## src/rtl/id_ex_register_if.sv

```systemverilog
// Decode/execute boundary bundle for the ID/EX pipeline register.
// The decode side (master) drives the *_i fields and the stall/flush/valid
// controls. The register (slave) drives the registered *_o fields, the
// load-use hazard flag and the bubble counter.
interface id_ex_register_if #(
    parameter int CNT_W = 16
);
    // Pipeline control from upstream / back end
    logic             stall_i;
    logic             flush_i;
    logic             valid_i;

    // Decode-stage instruction
    logic [2:0]       ALUOp_i;
    logic             ALUSrc_i;
    logic             RegWrite_i;
    logic             MemtoReg_i;
    logic             MemRead_i;
    logic             MemWrite_i;
    logic [31:0]      RS1data_i;
    logic [31:0]      RS2data_i;
    logic [31:0]      Imm_i;
    logic [4:0]       RS1addr_i;
    logic [4:0]       RS2addr_i;
    logic [4:0]       RDaddr_i;

    // Execute-stage instruction
    logic [2:0]       ALUOp_o;
    logic             ALUSrc_o;
    logic             RegWrite_o;
    logic             MemtoReg_o;
    logic             MemRead_o;
    logic             MemWrite_o;
    logic [31:0]      RS1data_o;
    logic [31:0]      RS2data_o;
    logic [31:0]      Imm_o;
    logic [4:0]       RS1addr_o;
    logic [4:0]       RS2addr_o;
    logic [4:0]       RDaddr_o;
    logic             valid_o;

    // Status
    logic             hazard_o;
    logic [CNT_W-1:0] bubble_cnt_o;

    modport master (
        output stall_i, flush_i, valid_i,
        output ALUOp_i, ALUSrc_i, RegWrite_i, MemtoReg_i, MemRead_i, MemWrite_i,
        output RS1data_i, RS2data_i, Imm_i, RS1addr_i, RS2addr_i, RDaddr_i,
        input  ALUOp_o, ALUSrc_o, RegWrite_o, MemtoReg_o, MemRead_o, MemWrite_o,
        input  RS1data_o, RS2data_o, Imm_o, RS1addr_o, RS2addr_o, RDaddr_o,
        input  valid_o, hazard_o, bubble_cnt_o
    );

    modport slave (
        input  stall_i, flush_i, valid_i,
        input  ALUOp_i, ALUSrc_i, RegWrite_i, MemtoReg_i, MemRead_i, MemWrite_i,
        input  RS1data_i, RS2data_i, Imm_i, RS1addr_i, RS2addr_i, RDaddr_i,
        output ALUOp_o, ALUSrc_o, RegWrite_o, MemtoReg_o, MemRead_o, MemWrite_o,
        output RS1data_o, RS2data_o, Imm_o, RS1addr_o, RS2addr_o, RDaddr_o,
        output valid_o, hazard_o, bubble_cnt_o
    );
endinterface

```

## src/rtl/id_ex_register.sv

```systemverilog
// ID/EX pipeline register with load-use hazard detection.
// Edge priority: reset, stall (hold everything), flush or hazard (counted
// bubble), no valid instruction (uncounted bubble), otherwise load.
// A bubble is the all-zero payload, so valid, controls and RDaddr are all 0.
module id_ex_register #(
    parameter int CNT_W = 16
) (
    input  logic               clk_i,
    input  logic               rst_i,
    id_ex_register_if.slave    bus
);

    typedef struct packed {
        logic        valid;
        logic [2:0]  alu_op;
        logic        alu_src;
        logic        reg_write;
        logic        mem_to_reg;
        logic        mem_read;
        logic        mem_write;
        logic [31:0] rs1_data;
        logic [31:0] rs2_data;
        logic [31:0] imm;
        logic [4:0]  rs1_addr;
        logic [4:0]  rs2_addr;
        logic [4:0]  rd_addr;
    } stage_t;

    stage_t           stage_d, stage_q, stage_in;
    logic [CNT_W-1:0] cnt_d, cnt_q;
    logic             hazard;

    // Load in EX whose destination is a source of the decode instruction.
    // RS2 is always compared, even for I-type; an occasional false stall is fine.
    always_comb begin
        hazard = stage_q.mem_read & stage_q.valid & (stage_q.rd_addr != 5'd0) &
                 bus.valid_i &
                 ((stage_q.rd_addr == bus.RS1addr_i) | (stage_q.rd_addr == bus.RS2addr_i));
    end

    // Pack the decode-side fields into one payload.
    always_comb begin
        stage_in            = '0;
        stage_in.valid      = 1'b1;
        stage_in.alu_op     = bus.ALUOp_i;
        stage_in.alu_src    = bus.ALUSrc_i;
        stage_in.reg_write  = bus.RegWrite_i;
        stage_in.mem_to_reg = bus.MemtoReg_i;
        stage_in.mem_read   = bus.MemRead_i;
        stage_in.mem_write  = bus.MemWrite_i;
        stage_in.rs1_data   = bus.RS1data_i;
        stage_in.rs2_data   = bus.RS2data_i;
        stage_in.imm        = bus.Imm_i;
        stage_in.rs1_addr   = bus.RS1addr_i;
        stage_in.rs2_addr   = bus.RS2addr_i;
        stage_in.rd_addr    = bus.RDaddr_i;
    end

    // Next payload and bubble count, by edge priority.
    always_comb begin
        stage_d = stage_q;
        cnt_d   = cnt_q;
        if (bus.stall_i) begin
            stage_d = stage_q;
            cnt_d   = cnt_q;
        end else if (bus.flush_i || hazard) begin
            stage_d = '0;
            if (cnt_q != {CNT_W{1'b1}}) begin
                cnt_d = cnt_q + 1'b1;
            end
        end else if (!bus.valid_i) begin
            stage_d = '0;
        end else begin
            stage_d = stage_in;
        end
    end

    // State registers; synchronous reset loads a bubble and clears the count.
    always_ff @(posedge clk_i) begin
        if (rst_i) begin
            stage_q <= '0;
            cnt_q   <= '0;
        end else begin
            stage_q <= stage_d;
            cnt_q   <= cnt_d;
        end
    end

    // Drive the execute-side view of the register.
    always_comb begin
        bus.valid_o      = stage_q.valid;
        bus.ALUOp_o      = stage_q.alu_op;
        bus.ALUSrc_o     = stage_q.alu_src;
        bus.RegWrite_o   = stage_q.reg_write;
        bus.MemtoReg_o   = stage_q.mem_to_reg;
        bus.MemRead_o    = stage_q.mem_read;
        bus.MemWrite_o   = stage_q.mem_write;
        bus.RS1data_o    = stage_q.rs1_data;
        bus.RS2data_o    = stage_q.rs2_data;
        bus.Imm_o        = stage_q.imm;
        bus.RS1addr_o    = stage_q.rs1_addr;
        bus.RS2addr_o    = stage_q.rs2_addr;
        bus.RDaddr_o     = stage_q.rd_addr;
        bus.hazard_o     = hazard;
        bus.bubble_cnt_o = cnt_q;
    end

endmodule

```

## src/flat_wrapper.sv

```systemverilog
// flat-port wrapper written by rule: the top's interface ports become plain ports
module id_ex_register_flat 
#(
    parameter int CNT_W = 16
)
  (clk_i, rst_i, bus_stall_i, bus_flush_i, bus_valid_i, bus_ALUOp_i, bus_ALUSrc_i, bus_RegWrite_i, bus_MemtoReg_i, bus_MemRead_i, bus_MemWrite_i, bus_RS1data_i, bus_RS2data_i, bus_Imm_i, bus_RS1addr_i, bus_RS2addr_i, bus_RDaddr_i, bus_ALUOp_o, bus_ALUSrc_o, bus_RegWrite_o, bus_MemtoReg_o, bus_MemRead_o, bus_MemWrite_o, bus_RS1data_o, bus_RS2data_o, bus_Imm_o, bus_RS1addr_o, bus_RS2addr_o, bus_RDaddr_o, bus_valid_o, bus_hazard_o, bus_bubble_cnt_o);
  id_ex_register_if #(.CNT_W(CNT_W)) bus_i ();
  input  logic clk_i;
  input  logic rst_i;
  input wire logic [$bits(bus_i.stall_i)-1:0] bus_stall_i;
  input wire logic [$bits(bus_i.flush_i)-1:0] bus_flush_i;
  input wire logic [$bits(bus_i.valid_i)-1:0] bus_valid_i;
  input wire logic [$bits(bus_i.ALUOp_i)-1:0] bus_ALUOp_i;
  input wire logic [$bits(bus_i.ALUSrc_i)-1:0] bus_ALUSrc_i;
  input wire logic [$bits(bus_i.RegWrite_i)-1:0] bus_RegWrite_i;
  input wire logic [$bits(bus_i.MemtoReg_i)-1:0] bus_MemtoReg_i;
  input wire logic [$bits(bus_i.MemRead_i)-1:0] bus_MemRead_i;
  input wire logic [$bits(bus_i.MemWrite_i)-1:0] bus_MemWrite_i;
  input wire logic [$bits(bus_i.RS1data_i)-1:0] bus_RS1data_i;
  input wire logic [$bits(bus_i.RS2data_i)-1:0] bus_RS2data_i;
  input wire logic [$bits(bus_i.Imm_i)-1:0] bus_Imm_i;
  input wire logic [$bits(bus_i.RS1addr_i)-1:0] bus_RS1addr_i;
  input wire logic [$bits(bus_i.RS2addr_i)-1:0] bus_RS2addr_i;
  input wire logic [$bits(bus_i.RDaddr_i)-1:0] bus_RDaddr_i;
  output wire logic [$bits(bus_i.ALUOp_o)-1:0] bus_ALUOp_o;
  output wire logic [$bits(bus_i.ALUSrc_o)-1:0] bus_ALUSrc_o;
  output wire logic [$bits(bus_i.RegWrite_o)-1:0] bus_RegWrite_o;
  output wire logic [$bits(bus_i.MemtoReg_o)-1:0] bus_MemtoReg_o;
  output wire logic [$bits(bus_i.MemRead_o)-1:0] bus_MemRead_o;
  output wire logic [$bits(bus_i.MemWrite_o)-1:0] bus_MemWrite_o;
  output wire logic [$bits(bus_i.RS1data_o)-1:0] bus_RS1data_o;
  output wire logic [$bits(bus_i.RS2data_o)-1:0] bus_RS2data_o;
  output wire logic [$bits(bus_i.Imm_o)-1:0] bus_Imm_o;
  output wire logic [$bits(bus_i.RS1addr_o)-1:0] bus_RS1addr_o;
  output wire logic [$bits(bus_i.RS2addr_o)-1:0] bus_RS2addr_o;
  output wire logic [$bits(bus_i.RDaddr_o)-1:0] bus_RDaddr_o;
  output wire logic [$bits(bus_i.valid_o)-1:0] bus_valid_o;
  output wire logic [$bits(bus_i.hazard_o)-1:0] bus_hazard_o;
  output wire logic [$bits(bus_i.bubble_cnt_o)-1:0] bus_bubble_cnt_o;
  assign bus_i.stall_i = bus_stall_i;
  assign bus_i.flush_i = bus_flush_i;
  assign bus_i.valid_i = bus_valid_i;
  assign bus_i.ALUOp_i = bus_ALUOp_i;
  assign bus_i.ALUSrc_i = bus_ALUSrc_i;
  assign bus_i.RegWrite_i = bus_RegWrite_i;
  assign bus_i.MemtoReg_i = bus_MemtoReg_i;
  assign bus_i.MemRead_i = bus_MemRead_i;
  assign bus_i.MemWrite_i = bus_MemWrite_i;
  assign bus_i.RS1data_i = bus_RS1data_i;
  assign bus_i.RS2data_i = bus_RS2data_i;
  assign bus_i.Imm_i = bus_Imm_i;
  assign bus_i.RS1addr_i = bus_RS1addr_i;
  assign bus_i.RS2addr_i = bus_RS2addr_i;
  assign bus_i.RDaddr_i = bus_RDaddr_i;
  assign bus_ALUOp_o = bus_i.ALUOp_o;
  assign bus_ALUSrc_o = bus_i.ALUSrc_o;
  assign bus_RegWrite_o = bus_i.RegWrite_o;
  assign bus_MemtoReg_o = bus_i.MemtoReg_o;
  assign bus_MemRead_o = bus_i.MemRead_o;
  assign bus_MemWrite_o = bus_i.MemWrite_o;
  assign bus_RS1data_o = bus_i.RS1data_o;
  assign bus_RS2data_o = bus_i.RS2data_o;
  assign bus_Imm_o = bus_i.Imm_o;
  assign bus_RS1addr_o = bus_i.RS1addr_o;
  assign bus_RS2addr_o = bus_i.RS2addr_o;
  assign bus_RDaddr_o = bus_i.RDaddr_o;
  assign bus_valid_o = bus_i.valid_o;
  assign bus_hazard_o = bus_i.hazard_o;
  assign bus_bubble_cnt_o = bus_i.bubble_cnt_o;
  id_ex_register #(.CNT_W(CNT_W)) u_core (.clk_i(clk_i), .rst_i(rst_i), .bus(bus_i));
endmodule
```

## config.mk

```make
export PLATFORM = sky130hd
export DESIGN_NAME = id_ex_register_flat
export DESIGN_NICKNAME = d
export VERILOG_FILES = /design/src/rtl/id_ex_register_if.sv /design/src/rtl/id_ex_register.sv /design/src/flat_wrapper.sv
export SDC_FILE = /design/constraint.sdc
export NUM_CORES = 1
export LEC_CHECK = 0
export BUFFER_PORTS_ARGS = -buffer_cell sky130_fd_sc_hd__buf_4
export CAP_MARGIN = 0
export CORE_ASPECT_RATIO = 2
export CORE_MARGIN = 5
export CORE_UTILIZATION = 25
export DETAILED_ROUTE_END_ITERATION = 10
export PLACE_DENSITY = 0.54
export SKIP_LAST_GASP = 1
export SLEW_MARGIN = 5
export SYNTH_ARGS = -nofsm -noshare
export SYNTH_HDL_FRONTEND = slang
export SYNTH_SLANG_ARGS = --single-unit
```

## constraint.sdc

```tcl
create_clock -name clk_i -period 5.7 [get_ports clk_i]
set_input_delay 1.14 -clock clk_i [delete_from_list [all_inputs] [get_ports clk_i]]
set_output_delay 1.14 -clock clk_i [all_outputs]
set_load 0.02 [all_outputs]
```

Word-level counts from Yosys, hierarchy flattened
Cells that the tools add are included.

word-level totals
  bits of input ports = 124
  bits in registers = 136
  logic and storage cells = 29
  output and inout bits = 137

operators by class
  bitwise logic cells = 6
  equality and inequality tests = 3
  add/subtract/negate cells = 1
  reduce and logical (&&, ||, !) cells = 3
  mux-type cells = 2

operators by type and width
  operator                                                          count
  120-bit two-way mux                                               2
  16-bit by 1-bit adder with 16-bit output (second input constant)  1
  16-bit inequality test (second input constant)                    1
  5-bit equality test                                               2
  5-bit nonzero test                                                1
  1-bit AND                                                         4
  3-bit AND reduction                                               1
  1-bit logical OR                                                  1
  1-bit NOT                                                         1
  1-bit OR                                                          1

Logic depth before layout (Yosys ltp)
Gate-level depths: netlist (run 1).

  depth after elaboration = 6
  gate-level depth with buffers = 9
  gate-level depth less buffers = 7

Least setup slack after synthesis (run 1)
No wires, ideal clock.

  path type = in2out
  from = input port bus_RS1addr_i[4]
  to = output port bus_hazard_o
  stages = 5
  path slack = 2.766 ns
  data arrival time = 1.794 ns
  buffers on the path = 0
  cells stage by stage = xnor2_1 > nand3_1 > o22ai_1 > nand2_1 > inv_1

on the way
  word-level cells in the longest chain between the ends = 3

ends and longest elaborated chain
  item                 line                  text
  start, declared      flat_wrapper.sv:22    input wire logic [$bits(bus_i.RS1addr_i)-1:0] bus_RS1addr_i;
  5-bit equality test  id_ex_register.sv:38  ((stage_q.rd_addr == bus.RS1addr_i) | (stage_q.rd_addr == bus.RS2addr_i));
  1-bit OR             id_ex_register.sv:38
  1-bit AND            id_ex_register.sv:37  bus.valid_i &
  end, declared        flat_wrapper.sv:38    output wire logic [$bits(bus_i.hazard_o)-1:0] bus_hazard_o;

No other way between the ends.

Worst setup path in the final report (run 1)
Same ends and word-level chain as after synthesis.

==> key figures, run 1 <==
Clock tree
  – Clock tree from TritonCTS: yes
  – Worst skew pair latency: around 430 ps
  – Cts bufs inserted: 17
  – H-tree depth: 4
  – Sink Count: 136
  – Post-CTS setup repair buffer count: 0
  – CTS resizes: 0
  – Reg clk slew, reported paths: around 60 ps
  – Clock buffer depth: 2
  – Clock Tree Root: clkbuf_16
  – Hold_buf cts: 0

Pwr
  – Max rail drop VDD: a little over 0.2 mV
  – Psw: between 600 and 700 uW
  – Switching Fraction: between 20% and 30%
  – Gate power share: between 10% and 20%
  – Leakage: between 3 and 4 nW
  – Design Power: 2.49 mW
  – P per Cell Area: 314 nW/um2
  – P_int: between 1.5 and 2 mW
  – Sequential power share: 41.0%
  – Clock Power Share: a little under half

Timing
  – Max Slew Vio Count: 0
  – RSZ-0062 raised after global routing: false
  – Period minus WS final: approximately 3300 ps
  – Max-slew headroom: between 15 and 20%
  – Setup violators final: 0
  – Final TNS setup: 0 ps
  – Final hold slack: ~490 ps
  – Fin worst setup slack: 2360 ps
  – Fin crit share: 58.6%
  – Final hold vios: 0
  – Worst Tran Pin Value: between 1000 and 1500 ps
  – Fmax: around 300 MHz
  – Setup Skew: ~7.0 ps

GRT
  – Gr busiest metal: met2
  – All-Layer GR Usage: ~14%
  – Met2 Use GR: 26.2%
  – GRT met1 Usage: around 13%
  – Pin count of the biggest net entering global routing: 64
  – Antenna violations before repair: 0
  – Global-route wire length before repair: approximately 25000 um
  – GRT met3 Usage: under 10%
  – Vias in the first global route: 4509
  – Gr ovfl total: 0

Synth
  – Distinct cell type count after synthesis: 32
  – Cell Area, Synth: about 5100 um2
  – Simple-gate portion of the synthesized area: 14.0%
  – Synthesis-stage register bit count: between 100 and 150
  – Ranking of synthesized cells by area: dfxtp_1 53%, mux2i_1 23%, nor2_1 8.9%, xnor2_1 1.7%, a21oi_1 1.6%
  – Synth Area per Inst: 10.3 um2
  – Synth Flop Type: dfxtp_1
  – Mux cell area share after synthesis: between 20% and 30%
  – Yosys Warn Count: 0
  – Main combinational cell family by area after synthesis: multiplexers
  – Syn Inst Count: roughly 500
  – Syn Nets: 627
  – Register area share after synthesis: between 50% and 60%
  – Xor/xnor cell area share of the yosys netlist: 1.87%
  – Top cells by count, synth: 136 x dfxtp_1, 122 x nor2_1, 120 x mux2i_1, 16 x a21oi_1, 12 x clkbuf_1
  – Ys async rst share: 0%
  – Post-synth EDFFs: 0
  – Post-synth top area share: between 50% and 60%
  – Compound-cell area share of the yosys netlist: ~4.2%
  – Adder-Cell Fraction of Synth Area: 0.243%
  – Synth area leader: dfxtp_1
  – Count leader, synth: dfxtp_1

Final layout
  – Layout cells sized above 1: between 30% and 40%
  – Antenna diodes: 0
  – Area delta synth->final: 54.0%
  – Fin cells: between 1000 and 1500
  – Final net count: around 900
  – Fillers: ~2100

Critical path
  – R2R Setup Slk: about 2800 ps
  – Arrival @ worst endpoint: between 2000 and 2500 ps
  – Critical Path Max Stage Delay: approximately 270 ps
  – CP cell instances: buf_4 -> xnor2_1 -> nand3_1 -> o22ai_1 -> nand2_1 -> inv_1 -> buf_4
  – Critical path's top delay family: buffers and inverters
  – CP most frequent cell: buf_4
  – CP Launch Type: input port
  – Crit Path Class: in -> out
  – Worst Path Required: roughly 4600 ps
  – R2R depth: 7
  – Buffer and inverter count on the worst path: 3
  – Crit-path max FO: 2
  – Max stage delay cell, worst path: o22ai_1
  – Setup crit end kind: output port
  – Crit. path cell count: 7

Floorplan
  – Starting Density: roughly a quarter
  – CORE AREA: approximately 20000 um2
  – IO Pins: ~260
  – Die Width: about 110 um
  – Die area: ~24000 um2
  – Die Height: 213 um
  – Cell Rows: 74

Placement
  – Port Buffers: 260
  – Placed Instances: 999
  – GPL Wtd Cong: between 0.7 and 0.8
  – Post-placement setup slack: ~2100 ps
  – Dpl hpwl: 12300 um

Hold path
  – WHS Path Cells: 2
  – Worst min-delay path class: reg -> reg

Route
  – DRT iter0 DRCs: approximately 130
  – Drt via density: approximately 4.3
  – DRC Markers: 0
  – First-pass DRT Iterations: 4
  – Post-route ant nets: 0
  – DR WL/cell: approximately 16 um
  – Drt total wl: around 16000 um
  – Via count: approximately 4500

Status
  – Status: finished clean

Run
  – Max-Cap Viols: 0
==> path summary, 6_finish.rpt <==
kind,endpoint,from
max,bus_hazard_o,bus_RS1addr_i[4]
min,u_core.bus.valid_o,u_core.bus.valid_o
max reg2reg,u_core.bus.bubble_cnt_o[1],u_core.bus.bubble_cnt_o[0]
min reg2reg,u_core.bus.valid_o,u_core.bus.valid_o
==> sequential cells by signal (all words and copies together) (netlist names), 3 cells and up <==
register and flops:
u_core.bus.Imm_o 32, u_core.bus.RS1data_o 32, u_core.bus.RS2data_o 32, u_core.bus.bubble_cnt_o 16, u_core.bus.RDaddr_o 5, u_core.bus.RS1addr_o 5, u_core.bus.RS2addr_o 5, u_core.bus.ALUOp_o 3
==> cells in the final DEF (no fill, tap or decap), drive strengths merged <==
cell        n
a21oi      16
a2bb2oi     1
a31oi       1
and3        2
and4        2
buf       263
bufinv      3
clkbuf     23
clkinv      1
clkinvlp    3
dfxtp     136
ha          1
inv         6
mux2i     120
nand2       6
nand3       9
nand4       4
nor2      122
nor3        1
nor3b       1
o21ai       7
o22ai       1
o311a       1
o31a        1
o31ai       7
or3         7
or4         7
xnor2      10
xor2        1
==> through the flow <==
step | utilization, % | area (um2)
floorplan | - | 5150
global route | 38.9 | 7930
finish | 38.9 | 7930
detailed placement | 35.9 | 7320
CTS | 38.9 | 7930
global placement | 35.9 | 7320
==> tightest hold or removal path, delay by kind of cell, from the launching register on <==
kind	cells	cell delay, ps
compound gates	1	50
buf+inv	1	60
flops	1	340
==> layout make-up <==
cell class | instances | area [um2] | share of cell area, %
clock inverter | 7 | 118 | 1.48
sequential | 136 | 2720 | 34.4
multi-input combinational | 328 | 2260 | 28.6
tap | 266 | 333 | 4.20
clock buffer | 23 | 488 | 6.16
inverter | 6 | 22.5 | 0.284
timing repair buffer | 263 | 1980 | 25.0
==> per-layer routing <==
metal | up-vias | wire (um)
met4 | 0 | 377
li1 | 2216 | -
met1 | 2052 | 5480
met2 | 172 | 9360
met5 | - | 0
met3 | 24 | 1210
==> logic make-up (layout without fill, tap and decap cells) <==
kind of cell / after synthesis / count (layout)
flip-flops: 136 / 136
adder cells (fa/ha/maj): 1 / 1
AND/OR/NAND/NOR: 161 / 161
AO/OA/AOI/OAI: 35 / 35
XOR/XNOR: 11 / 11
multiplexers: 120 / 120
buffers and inverters: 38 / 299
==> power groups by stage <==
stage / Combinational [mW] / Clock (mW) / Sequential (mW)
final: 0.329 / 1.14 / 1.02
after global routing: 0.358 / 1.21 / 1.03
after CTS: 0.336 / 1.19 / 1.02
after detailed placement: 0.336 / 0 / 1.04
after global placement: 0.335 / 0 / 1.04
after floorplan: 0.120 / 0 / 1.09
Power figures use the tool's default switching activity.
==> inputs of run 2 (changes only) <==
--- a/config.mk
+++ b/config.mk
@@ -11,7 +11,7 @@
 export CORE_MARGIN = 5
 export CORE_UTILIZATION = 25
 export DETAILED_ROUTE_END_ITERATION = 10
-export PLACE_DENSITY = 0.54
+export PLACE_DENSITY = 0.56
 export SKIP_LAST_GASP = 1
 export SLEW_MARGIN = 5
 export SYNTH_ARGS = -nofsm -noshare
==> constraint.sdc (replaced) <==
create_clock -name clk_i -period 3 [get_ports clk_i]
set_input_delay 0.6 -clock clk_i [delete_from_list [all_inputs] [get_ports clk_i]]
set_output_delay 0.6 -clock clk_i [all_outputs]
set_load 0.02 [all_outputs]
==> key figures, run 2 (synthesis results as in run 1) <==
Floorplan
  – Die area: approximately 24000 um2
  – CORE AREA: about 20000 um2
  – Die Width: about 110 um
  – IO Pins: between 200 and 300
  – Die Height: approximately 210 um
  – Starting Density: between 20 and 30%
  – Cell Rows: 74

Timing
  – Setup Skew: a little over 10 ps
  – RSZ-0062 raised after global routing: false
  – Fin crit share: between 70% and 80%
  – Worst Tran Pin Value: approximately 960 ps
  – Fmax: around 430 MHz
  – Max Slew Vio Count: 0
  – Period minus WS final: ~2300 ps
  – Final hold vios: 0
  – Setup violators final: 0
  – Max-slew headroom: between 30% and 40%
  – Final TNS setup: 0 ps

Clock tree
  – Cts bufs inserted: 17
  – Sink Count: between 100 and 150
  – Hold_buf cts: 0
  – Worst skew pair latency: 420 ps
  – Clock Tree Root: clkbuf_16
  – Post-CTS setup repair buffer count: 0
  – CTS resizes: 0
  – H-tree depth: 4
  – Clock buffer depth: 2
  – Clock tree from TritonCTS: yes
  – Reg clk slew, reported paths: ~60 ps

Critical path
  – Critical path's top delay family: flip-flops
  – Critical Path Start: u_core.bus.RDaddr_o[4]
  – Arrival @ worst endpoint: 1730 ps
  – Critical Path Max Stage Delay: about 450 ps
  – CP cell instances: xnor2_1 -> nand3_1 -> o22ai_1 -> nand2_1 -> inv_1 -> buf_4
  – CP Launch Type: register
  – Crit Path Class: reg -> out
  – Worst Path Required: ~2400 ps
  – R2R Setup Slk: slightly below 700 ps
  – Max stage delay cell, worst path: dfxtp_1
  – Reg-to-reg startpoint: u_core.bus.bubble_cnt_o[0]
  – Setup crit end kind: output port
  – Buffer and inverter count on the worst path: 2
  – Crit-path max FO: 5

Pwr
  – Max rail drop VDD: 0.305 mV
  – Switching Fraction: between 20% and 30%
  – Psw: around 1.2 mW
  – Gate power share: around an eighth
  – Clock Power Share: around half
  – P per Cell Area: 617 nW/um2
  – Leakage: 3.84 nW
  – Sequential power share: about two fifths
  – P_int: about 3.7 mW

Final layout
  – Area delta synth->final: 55.8%
  – Final net count: about 880
  – Util after Layout: between 30% and 40%
  – Most frequent cells in the layout: 260 x buf_4, 136 x dfxtp_1, 122 x nor2_1
  – Leading cell type in the layout, fill and taps excluded: buf_4
  – Layout cells sized above 1: approximately two fifths

Placement
  – Dpl hpwl: between 10000 and 15000 um
  – GPL Wtd Cong: 0.742
  – Port Buffers: 260

GRT
  – Gr ovfl total: 0
  – Pin count of the biggest net entering global routing: 121
  – Vias in the first global route: approximately 4500
  – Antenna violations before repair: 1
  – Global-route wire length before repair: 24600 um
  – All-Layer GR Usage: around 13%

Route
  – Drt via density: 4.33
  – Drt total wl: between 15000 and 20000 um
  – Post-route ant nets: 0
  – DR WL/cell: approximately 16 um
  – First-pass DRT Iterations: 6
  – DRC Markers: 0
  – DRT iter0 DRCs: ~110
  – Via count: roughly 4500

Hold path
  – Min-delay src: bus_Imm_i[19]
  – Worst min-delay path class: in -> reg

Status
  – Status: finished clean

Run
  – Max-Cap Viols: 0
[run 2: changes by cell type in the layout (fill, tap and decap cells not counted)]
cell / previous run / this run
buf_12: 0 / 2
buf_4: 262 / 260
bufinv_16: 3 / 5
clkbuf_1: 2 / 0
clkbuf_8: 4 / 2
clkinv_2: 1 / 0
clkinv_4: 0 / 4
clkinvlp_4: 3 / 2
diode_2: 0 / 1
inv_6: 0 / 2
[run 2: cell type report]
type	instances	area, um2
inverters	6	22.5
repair buffers	263	2000
clock buffers	19	453
fillers	2078	12400
well taps	266	333
flip-flops and latches	136	2720
diodes	1	2.50
multi-input cells	328	2260
clock inverters	13	218
[run 2: routing by layer]
layer,global-route usage [%],wire [um],vias to the layer above
li1,-,-,2222
met4,7.01,414,0
met1,13.1,5690,2087
met5,0,0,-
met2,25.0,9210,141
met3,4.23,1040,23
[run 2: power by group through the flow]
stage	logic, mW	clock network [mW]	registers [mW]
after floorplan	0.228	0	2.07
after global placement	0.638	0	1.98
after detailed placement	0.641	0	1.98
after CTS	0.643	2.47	1.94
after global routing	0.681	2.54	1.95
final	0.629	2.38	1.94
[run 2: per-stage QoR]
stage / hold WS [ps] / instances / setup WS [ps] / power (mW) / cell area, um2
floorplan: 538 / 502 / 769 / 2.30 / 5150
global placement: 456 / 999 / 692 / 2.61 / 7340
detailed placement: 463 / 999 / 684 / 2.62 / 7340
CTS: 384 / 1031 / 604 / 5.05 / 8020
global route: 390 / 1032 / 506 / 5.17 / 8020
finish: 411 / 1032 / 667 / 4.95 / 8020
[run 2: worst register-to-register path, delay by kind of cell, from the launching register on]
family	cells	cell delay, ps
adder cells (fa/ha/maj)	1	230
AND/OR/NAND/NOR	3	510
AO/OA/AOI/OAI	2	470
flip-flops	1	450
multiplexers	1	230
buffers and inverters	1	300
[run 2: worst paths after layout]
kind | cells past startpoint | endpoint
max | 6 | bus_hazard_o
max reg2reg | 8 | u_core.bus.bubble_cnt_o[1]
min reg2reg | 2 | u_core.bus.valid_o
min | 3 | u_core.bus.Imm_o[19]
